$ cat src/rtl/seg7_scan_driver.sv
// Time-multiplexed DIGITS-wide 7-segment driver with scan prescaler and a double-buffered display register.
// Optional leading-zero blanking is compiled in when SEG7_SCAN_LZB_EN is defined.
module seg7_scan_driver #(
    parameter int DIGITS       = 4,
    parameter int SCAN_DIV     = 1000,
    parameter int HEX_MODE     = 0,
    parameter int COMMON_ANODE = 0
) (
    input  logic                  clk,
    input  logic                  rst_n,
    input  logic                  en,
    input  logic                  blank,
    input  logic                  load,
    input  logic [4*DIGITS-1:0]   data_in,
    input  logic [DIGITS-1:0]     dp_in,
    output logic [7:0]            seg,
    output logic [DIGITS-1:0]     dig_sel,
    output logic                  frame_start
);

    localparam int PW = (SCAN_DIV > 1) ? $clog2(SCAN_DIV) : 1;
    localparam int IW = (DIGITS > 1) ? $clog2(DIGITS) : 1;
    localparam int BW = 5 * DIGITS;
    localparam logic [PW-1:0] PRE_LAST = PW'(SCAN_DIV - 1);
    localparam logic [IW-1:0] IDX_LAST = IW'(DIGITS - 1);

    logic [PW-1:0]     prescaler;
    logic [IW-1:0]     idx;
    logic [BW-1:0]     pending;
    logic [BW-1:0]     active;
    logic [BW-1:0]     load_word;
    logic [7:0]        seg_r;
    logic [DIGITS-1:0] dig_r;
    logic              fs_r;
    logic              tick;
    logic              frame_end;

    logic [3:0]        nib [DIGITS];
    logic [DIGITS-1:0] act_dp;
    logic [3:0]        cur_nib;
    logic              cur_dp;
    logic [6:0]        cur_dec;

    function automatic logic [6:0] decode(input logic [3:0] n);
        logic [6:0] d;
        d = 7'h00;
        case (n)
            4'h0: d = 7'h3F;
            4'h1: d = 7'h06;
            4'h2: d = 7'h5B;
            4'h3: d = 7'h4F;
            4'h4: d = 7'h66;
            4'h5: d = 7'h6D;
            4'h6: d = 7'h7D;
            4'h7: d = 7'h07;
            4'h8: d = 7'h7F;
            4'h9: d = 7'h6F;
            4'hA: d = (HEX_MODE != 0) ? 7'h77 : 7'h00;
            4'hB: d = (HEX_MODE != 0) ? 7'h7C : 7'h00;
            4'hC: d = (HEX_MODE != 0) ? 7'h39 : 7'h00;
            4'hD: d = (HEX_MODE != 0) ? 7'h5E : 7'h00;
            4'hE: d = (HEX_MODE != 0) ? 7'h79 : 7'h00;
            4'hF: d = (HEX_MODE != 0) ? 7'h71 : 7'h00;
            default: d = 7'h00;
        endcase
        return d;
    endfunction

    assign load_word = {dp_in, data_in};
    assign tick      = (prescaler == PRE_LAST);
    assign frame_end = tick && (idx == IDX_LAST);

    always_ff @(posedge clk or negedge rst_n) begin
        if (!rst_n) begin
            prescaler <= '0;
            idx       <= '0;
            fs_r      <= 1'b0;
        end else if (!en) begin
            prescaler <= '0;
            idx       <= '0;
            fs_r      <= 1'b0;
        end else begin
            fs_r <= frame_end;
            if (tick) begin
                prescaler <= '0;
                idx       <= (idx == IDX_LAST) ? '0 : idx + 1'b1;
            end else begin
                prescaler <= prescaler + 1'b1;
            end
        end
    end

    // While disabled the active buffer tracks pending so re-enabling shows fresh data at once.
    always_ff @(posedge clk or negedge rst_n) begin
        if (!rst_n) begin
            pending <= '0;
            active  <= '0;
        end else begin
            if (load) begin
                pending <= load_word;
            end
            if (!en) begin
                active <= pending;
            end else if (frame_end) begin
                active <= load ? load_word : pending;
            end
        end
    end

    always_comb begin
        for (int k = 0; k < DIGITS; k++) begin
            nib[k] = active[4*k +: 4];
        end
    end

    assign act_dp  = active[BW-1 -: DIGITS];
    assign cur_nib = nib[idx];
    assign cur_dp  = act_dp[idx];

`ifdef SEG7_SCAN_LZB_EN
    // lz[k]: nibble k and every more-significant nibble are zero; digit 0 is never blanked.
    logic [DIGITS-1:0] lz;

    always_comb begin
        logic run;
        run = 1'b1;
        lz  = '0;
        for (int k = DIGITS - 1; k >= 1; k--) begin
            run   = run && (nib[k] == 4'h0);
            lz[k] = run;
        end
    end

    assign cur_dec = lz[idx] ? 7'h00 : decode(cur_nib);
`else
    assign cur_dec = decode(cur_nib);
`endif

    always_ff @(posedge clk or negedge rst_n) begin
        if (!rst_n) begin
            seg_r <= 8'h00;
            dig_r <= '0;
        end else if (en && !blank) begin
            seg_r <= {cur_dp, cur_dec};
            dig_r <= DIGITS'(1) << idx;
        end else begin
            seg_r <= 8'h00;
            dig_r <= '0;
        end
    end

    assign seg         = (COMMON_ANODE != 0) ? ~seg_r : seg_r;
    assign dig_sel     = (COMMON_ANODE != 0) ? ~dig_r : dig_r;
    assign frame_start = fs_r;

endmodule

$ cat config.mk
export PLATFORM = sky130hd
export DESIGN_NAME = seg7_scan_driver
export DESIGN_NICKNAME = d
export VERILOG_FILES = /design/src/rtl/seg7_scan_driver.sv
export SDC_FILE = /design/constraint.sdc
export NUM_CORES = 1
export LEC_CHECK = 0
export ABC_CLOCK_PERIOD_IN_PS = 3150
export CORE_ASPECT_RATIO = 1.25
export CORE_MARGIN = 8
export CORE_UTILIZATION = 50
export CTS_BUF_LIST = sky130_fd_sc_hd__clkbuf_2 sky130_fd_sc_hd__clkbuf_4 sky130_fd_sc_hd__clkbuf_8
export CTS_CLUSTER_DIAMETER = 50
export CTS_CLUSTER_SIZE = 24
export DETAILED_ROUTE_END_ITERATION = 8
export HOLD_SLACK_MARGIN = 0.05
export PLACE_DENSITY_LB_ADDON = 0.2
export SYNTH_ARGS = -nofsm -noshare
export SYNTH_HDL_FRONTEND = slang
export SYNTH_SLANG_ARGS = --single-unit
$ cat constraint.sdc
create_clock -name clk -period 3.15 [get_ports clk]
set_clock_uncertainty 0.2 [all_clocks]
set_input_delay 0.63 -clock clk [delete_from_list [all_inputs] [get_ports clk]]
set_output_delay 0.63 -clock clk [all_outputs]
set_load 0.005 [all_outputs]
After elaboration in Yosys (flattened, before gate mapping) --
Memory sizes are Yosys's and may differ from the RTL's. Index checks and enable logic that the tools add are counted. Widths: inputs -> output; s select.
Storage, ports and cells: bits in registers 65, memory bits (read-only) 112, bits of input ports 25, output and inout bits 13, word-level logic and storage cells 37, memories 1
Memory list:
- (no name shown) | words 16, bits a word 7, rd ports 1, clocked after memory_dff 0, write ports 0, line 47 | case (n)
Cells by class: add/sub/neg operators 2, order comparisons 2, equality and inequality tests 4, shifts and indexed selects 1, multiplexer cells 16, bitwise operators 1, reduce and logical (&&, ||, !) cells 3
Operators by type and width (count):
- $mux 20 | 3
- $mux 10 | 2
- $mux 4 | 3
- $add 10x1->10 const B | 1
- $eq 10x10->1 const B | 1
- $bmux 4 s2 | 1
- $mux 8 | 1
- $mux 2 | 3
- $ne 2x1->1 const B | 2
- $shl 1x2->4 const A | 1
- $ge 3x3->1 const B | 1
- $lt 2x3->1 const B | 1
- $not 2->3 | 1
- $add 2x1->2 const B | 1
- $bmux 1 s2 | 1
- $eq 2x2->1 const B | 1
- $logic_and 1x1->1 | 2
- $mux 1 | 2
- $logic_not 1->1 | 1

Depth between registers and ports, before layout --
Gate-level depths: netlist (run 1). An unclocked memory read counts as a cell.
word-level depth 6, gate-level depth with buffers 7

Least setup slack after synthesis (run 1) --
OpenSTA, ideal clock, no wires.
kind register -> register, from reg idx[0], to reg seg_r[1] (netlist: seg[1]), library setup time 0.072 ns, arrival 1.671 ns, data required time 2.878 ns, slack 1.207 ns, stages on the path, launching flop included 8, path buffers 1, cell sequence dfrtp_1 > buf_6 > mux4_2 > inv_1 > ha_1 > a21oi_1 > a21oi_1 > nor2_1
On the way: cells in the longest elaborated chain, start to end 6
RTL lines:
- start, declared | line 28 | logic [IW-1:0] idx;
- start signal, assigned | line 86 | idx <= (idx == IDX_LAST) ? '0 : idx + 1'b1;
- $not 2->3 (not written as such) | line 117 | assign cur_nib = nib[idx];
- $bmux 4 s2 | line 117
- $mux 4 (not written as such) (2 in a row) | line 117
- $mem_v2 16x7
- $mux 8 | line 143 | end else if (en && !blank) begin
- end signal, assigned | line 144 | seg_r <= {cur_dp, cur_dec};
- end, declared | line 32 | logic [7:0] seg_r;
No other way between the ends. The select of a mux whose other input is x is not followed. A chain may end at the register's enable or synchronous reset.

Worst setup path in the final report (run 1) --
Same ends and word-level chain as after synthesis.

==> reports/results.ini, run 1 <==
[run_status]
status = completed

[logic_synthesis]
yosys_warnings = 0
synth-simple-area-share_pct = 12.7
ys_seq_area_share_pct = 54.1
synthDistinctLibCells = 38
synth_top_area_share_pct = 54.1
synth.most_common_cell = dfrtp_1
synthFlopType = dfrtp_1
synth_area_um2 = 3000
synthCells = 263
synth-seq-cells = 65
syn_nets = 297
syn_area_per_cell_um2 = 11.4
synth_top_family_by_area = multiplexers
synth-compound-area-share_pct = 8.45
synth_top_area_cell = dfrtp_1
async_flop_share_pct = 100
ys_top_cells_by_count = 65 x dfrtp_1, 31 x nand2_1, 18 x nor2_1, 17 x mux2i_1, 16 x mux2_2
synthTopCellsByArea = dfrtp_1 54%, mux2_2 6.0%, mux2i_1 5.7%
muxShareOfSynthArea_pct = 15.7
synth_xor_area_share_pct = 1.46
synth_edf_count = 0
yosys.area_share.adder_pct = 3.75

[floorplanning]
row_count = 31
design.die.area_um2 = 8760
io_pins = 38
initial_core_util_pct = 51.6
core_area_um2 = 5820
die_w_um = 85.3
die_h_um = 103

[finish]
layout.nets = 336
drive_above_1_share_pct = 15.4
n_fill_cell = 490
area.growth.synth_to_final_pct = 19.4
multi_input_area_um2 = 1260
ff_latch_area_um2 = 1630
diodes = 0

[setup_path]
start_kind = flip-flop
critPathLaunch = idx[0]
slowest_delay_ns = 0.69
cp_slowest_cell = mux4_1
critPathArrivalTime_ns = 2.33
path_common_cell = a21oi_1
path_buf_inv = 1
crit_end = seg[1]
critPathKind = reg2reg
path_cells = mux4_1 > inv_1 > ha_1 > a21oi_1 > a21oi_1 > nor2_1
worstSetupEndpointType = flip-flop
r2r_end = seg[1]
r2r_start = idx[0]
critical-path-top-delay-family = multiplexers
required_ns = 3.22
r2r_setup_slack_ns = 0.89
cp.depth = 6
r2r_cells = 6
path_max_fanout = 10

[place]
io_buffers = 37
gp_congestion = 0.746
dp_hpwl_um = 3880

[sta]
whs_ns = 0.122
worstMarginPinSlew_ns = 0.674
drv_slew = 0
min_period_ns = 2.26
min_period_over_period_pct = 71.6
timing.fmax_mhz = 443
hold_viol = 0
fin_setup_tns_ns = 0
setup_viol = 0
rsz0062_at_grt = no
maxSlewHeadroom_pct = 55.1

[route]
drt_wl_total_um = 5540
initialDrtViolationCount = 64
drcViolationCount = 0
num_vias = 1998
antenna_left = 0
avgViaCountPerCell = 5.37
avgRoutedWirePerCell_um = 14.9
drtPass1Iterations = 4

[global_routing]
grt_max_degree = 40
overflow = 0
grt_use_total_pct = 14.3
grt_pass1_wl_um = 9760
grt_pass1_vias = 2128
antenna_found_initial = 0

[pwr]
peakVddDrop_mv = 0.301
leakage_nw = 1.67
power_density_nw_per_um2 = 495

[clock_tree]
clk_latency_ns = 0.34
clk_pin_slew_worst_paths_ns = 0.07
cts_tree = yes
cts_resized = 0
htree_levels = 3
cts_root_buffer = clkbuf_8
cts_inserted_buffers = 9
numClockSinks = 65
post-cts-setup-buffer-count = 0
hold_buffers = 0
clk_path_buf_depth = 2

[run]
max_cap_violations = 0

[worst_hold_path]
hold_class = in2async

## sequential cells by signal, indices dropped and copies added (netlist names)
register     count
active          20
dig_sel          4
frame_start      1
idx              2
pending         20
prescaler       10
seg              8
## logic make-up after synthesis
| family | after synthesis |
|---|---|
| AOI/OAI and AO/OA | 45 |
| buffers and inverters | 24 |
| and+or+nand+nor | 77 |
| DFF | 65 |
| muxes | 38 |
| xor gates and xnor gates | 5 |
| adders and majority gates | 9 |
## area by class of cell
cell class              instances  area share, %
inverters                      11           1.15
clock inverters                 4          0.558
clock buffers                  11           4.05
flip-flops and latches         65           45.4
multi-input cells             174           35.2
well taps                      66           2.30
repair buffers                 41           11.4
## report_power, final
part / switching (mW) / internal, mW
combinational: 0.111 / 0.122
clock: 0.304 / 0.306
sequential: 0.0319 / 0.902
total: 0.447 / 1.33
## how the worst min path moves through the flow
| stage | startpoint | endpoint | slack (ns) |
|---|---|---|---|
| 2_1_floorplan | rst_n | active[0] | 0.13 |
| 3_3_place_gp | prescaler[0] | prescaler[0] | 0.25 |
| 3_5_place_dp | prescaler[0] | prescaler[0] | 0.26 |
| 4_1_cts | rst_n | seg[2] | 0.14 |
| 5_1_grt | rst_n | seg[2] | 0.18 |
| 6_report | rst_n | seg[2] | 0.12 |
## metal layers
layer  vias up  GRT usage, %  share of wire [%]
li1        987             -                  -
met1       965          16.0                 43
met2        34          24.4                 50
met3        12          4.07                3.8
met4         0          7.84                2.2
met5         -             0                  0
## stage by stage
| step | area, um^2 | instances | total power [mW] | setup WS, ns | utilization, % |
|---|---|---|---|---|---|
| after global routing | 3590 | 372 | 1.87 | 0.758 | 61.6 |
| after floorplan | 3000 | 263 | 1.08 | 1.21 | - |
| final | 3590 | 372 | 1.78 | 0.895 | 61.6 |
| after CTS | 3590 | 372 | 1.80 | 0.861 | 61.6 |
| after global placement | 3420 | 357 | 1.18 | 0.827 | 58.8 |
| after detailed placement | 3420 | 357 | 1.19 | 0.775 | 58.8 |
## worst reg2reg max path, delay by kind of cell, from the launching register on
family | cells | cell delay, ns
and+or+nand+nor | 1 | 0.08
buffers and inverters | 1 | 0.13
adders and majority gates | 1 | 0.25
muxes | 1 | 0.69
AOI/OAI and AO/OA | 2 | 0.19
DFF | 1 | 0.64
## placed cells by master (no fill, tap or decap), drive strengths merged, types with 8 or more instances in the layout
cell / count
inv: 11
mux2: 16
clkbuf: 11
dfrtp: 65
a21oi: 10
o21ai: 27
ha: 9
nand2: 32
nor2: 19
clkdlybuf4s50: 36
mux2i: 17
nand3: 8
Note: power is estimated with default switching activity, not from simulation.
==> inputs of run 2 (changes only) <==
ABC_CLOCK_PERIOD_IN_PS = 2300   (was 3150)
clock period = 2.3 ns   (was 3.15 ns; I/O delays follow)
==> reports/results.ini, run 2 (synthesized netlist as in run 1, its figures left out) <==
[worst_hold_path]
min_path_cells = 1
hold_class = reg2reg
hold_start = prescaler[0]
min_to = prescaler[0]

[clock_tree]
htree_levels = 3  ; unchanged
clk_path_buf_depth = 2  ; unchanged
numClockSinks = 65  ; unchanged
cts_inserted_buffers = 9  ; unchanged
clk_latency_ns = 0.33  ; about the same
clk_pin_slew_worst_paths_ns = 0.06  ; about the same
cts_tree = yes
cts_root_buffer = clkbuf_8
cts_resized = 0  ; unchanged

[place]
io_buffers = 37  ; unchanged
gp_congestion = 0.773  ; +3.6%
post-place-ws_ns = 0.202  ; -0.573 ns
dp_hpwl_um = 3970  ; +2.3%

[floorplanning]
die_h_um = 103  ; unchanged
row_count = 31  ; unchanged
die_w_um = 85.3  ; unchanged
core_area_um2 = 5820  ; unchanged
initial_core_util_pct = 51.6  ; unchanged
design.die.area_um2 = 8760  ; unchanged
io_pins = 38  ; unchanged

[setup_path]
r2r_start = idx[0]
start_kind = flip-flop
path_common_cell = a21oi_1
critical-path-top-delay-family = multiplexers
r2r_end = seg[1]
slowest_delay_ns = 0.60  ; -0.09 ns
path_max_fanout = 5  ; -5
worstSetupEndpointType = flip-flop
cp_slowest_cell = mux4_2
critPathKind = reg2reg
critPathArrivalTime_ns = 2.06  ; -0.27 ns
path_buf_inv = 1  ; unchanged
required_ns = 2.36  ; -0.86 ns
path_cells = mux4_2 > inv_1 > ha_1 > a21oi_1 > a21oi_1 > nor2_1
r2r_cells = 6  ; unchanged
r2r_setup_slack_ns = 0.29  ; -0.60 ns

[sta]
fin_setup_tns_ns = 0  ; unchanged
worstMarginPinSlew_ns = 0.336  ; -0.338 ns
hold_viol = 0  ; unchanged
min_period_ns = 2.01  ; -0.249 ns
timing.fmax_mhz = 498  ; +12%
drv_slew = 0  ; unchanged
fin_ws_ns = 0.294  ; -0.601 ns
setup_viol = 0  ; unchanged
whs_ns = 0.265  ; +0.143 ns
maxSlewHeadroom_pct = 77.6  ; +23 points
rsz0062_at_grt = no
min_period_over_period_pct = 87.2  ; +16 points

[route]
initialDrtViolationCount = 80  ; +25%
antenna_left = 0  ; unchanged
avgRoutedWirePerCell_um = 14.9  ; about the same
drcViolationCount = 0  ; unchanged
drt_wl_total_um = 5630  ; +1.6%
drtPass1Iterations = 4  ; unchanged
num_vias = 2009  ; +0.55%
avgViaCountPerCell = 5.31  ; -1.0%

[global_routing]
overflow = 0  ; unchanged
busiest_layer = met2
grt_pass1_wl_um = 9610  ; -1.5%
grt_use_total_pct = 14.2  ; -0.17 points
antenna_found_initial = 0  ; unchanged
met3_usage_pct = 4.07  ; unchanged
grt_pass1_vias = 2090  ; -1.8%
use_met1_pct = 15.6  ; -0.43 points
grt_max_degree = 66  ; +65%
met2_usage_pct = 24.5  ; +0.12 points

[finish]
n_fill_cell = 477  ; -2.7%
layout.nets = 343  ; +2.1%
final_cell_mix = 65 x dfrtp_1, 36 x clkdlybuf4s50_1, 31 x nand2_1, 18 x nor2_1, 17 x mux2i_1
drive_above_1_share_pct = 16.7  ; +1.3 points
area.growth.synth_to_final_pct = 21.8
diodes = 0  ; unchanged
layout_commonest_cell = dfrtp_1
top_regs = active: 20 flops, pending: 20 flops, prescaler: 10 flops
multi_input_area_um2 = 1260  ; unchanged
final_core_util_pct = 62.9  ; +1.3 points
ff_latch_area_um2 = 1630  ; unchanged

[pwr]
leakage_nw = 1.71  ; +2.5%
peakVddDrop_mv = 0.428  ; +42%
power_density_nw_per_um2 = 662  ; +34%

[run_status]
status = completed

[run]
max_cap_violations = 0  ; unchanged

[run 2: report_power, final]
part           internal [mW]  total, mW  switching [mW]
Combinational          0.172      0.325           0.153
Sequential              1.24       1.29          0.0486
Clock                  0.426      0.814           0.388
[run 2: worst max path at each step]
stage / startpoint / endpoint / depth (start not counted) / slack [ns]
after CTS: idx[0] / seg[1] / 6 / 0.29
after floorplan: idx[0] / seg[1] / 7 / 0.36
after global placement: load / active[2] / 5 / 0.25
after detailed placement: load / active[13] / 5 / 0.20
final: idx[0] / seg[1] / 6 / 0.29
after global routing: idx[0] / seg[1] / 6 / 0.23
[run 2: layer usage]
metal	up-vias	wire length [um]	part of all wire [%]
met1	980	2480	44
met2	29	2860	51
li1	994	-	-
met4	0	73	1.3
met3	6	217	3.9
met5	-	0	0
[run 2: stage by stage]
stage          area (um^2)  total power [mW]  std cells
6_report              3660              2.42        378
5_1_grt               3660              2.54        378
4_1_cts               3660              2.46        378
3_5_place_dp          3490              1.63        363
3_3_place_gp          3490              1.62        363
2_1_floorplan         3000              1.48        263
[run 2: final cells by class]
type	count	area share (%)
clock buffers	13	4.21
clock inverters	1	0.137
well taps	66	2.26
flip-flops and latches	65	44.4
inverters	11	1.13
repair buffers	48	13.3
multi-input cells	174	34.5
[run 2: what timing repair did]
action / CTS / global route
hold buffers: 1 / 0
endpoints found under the hold margin: 65 / 0
buffers inserted: 0 / 0
endpoints found under the setup margin: 0 / 0
[run 2: worst reg2reg max path, stage by stage (launching register included)]
cell and delay [ns]:
dfrtp_1 0.46, mux4_2 0.60, inv_1 0.15, ha_1 0.26, a21oi_1 0.13, a21oi_1 0.05
nor2_1 0.08
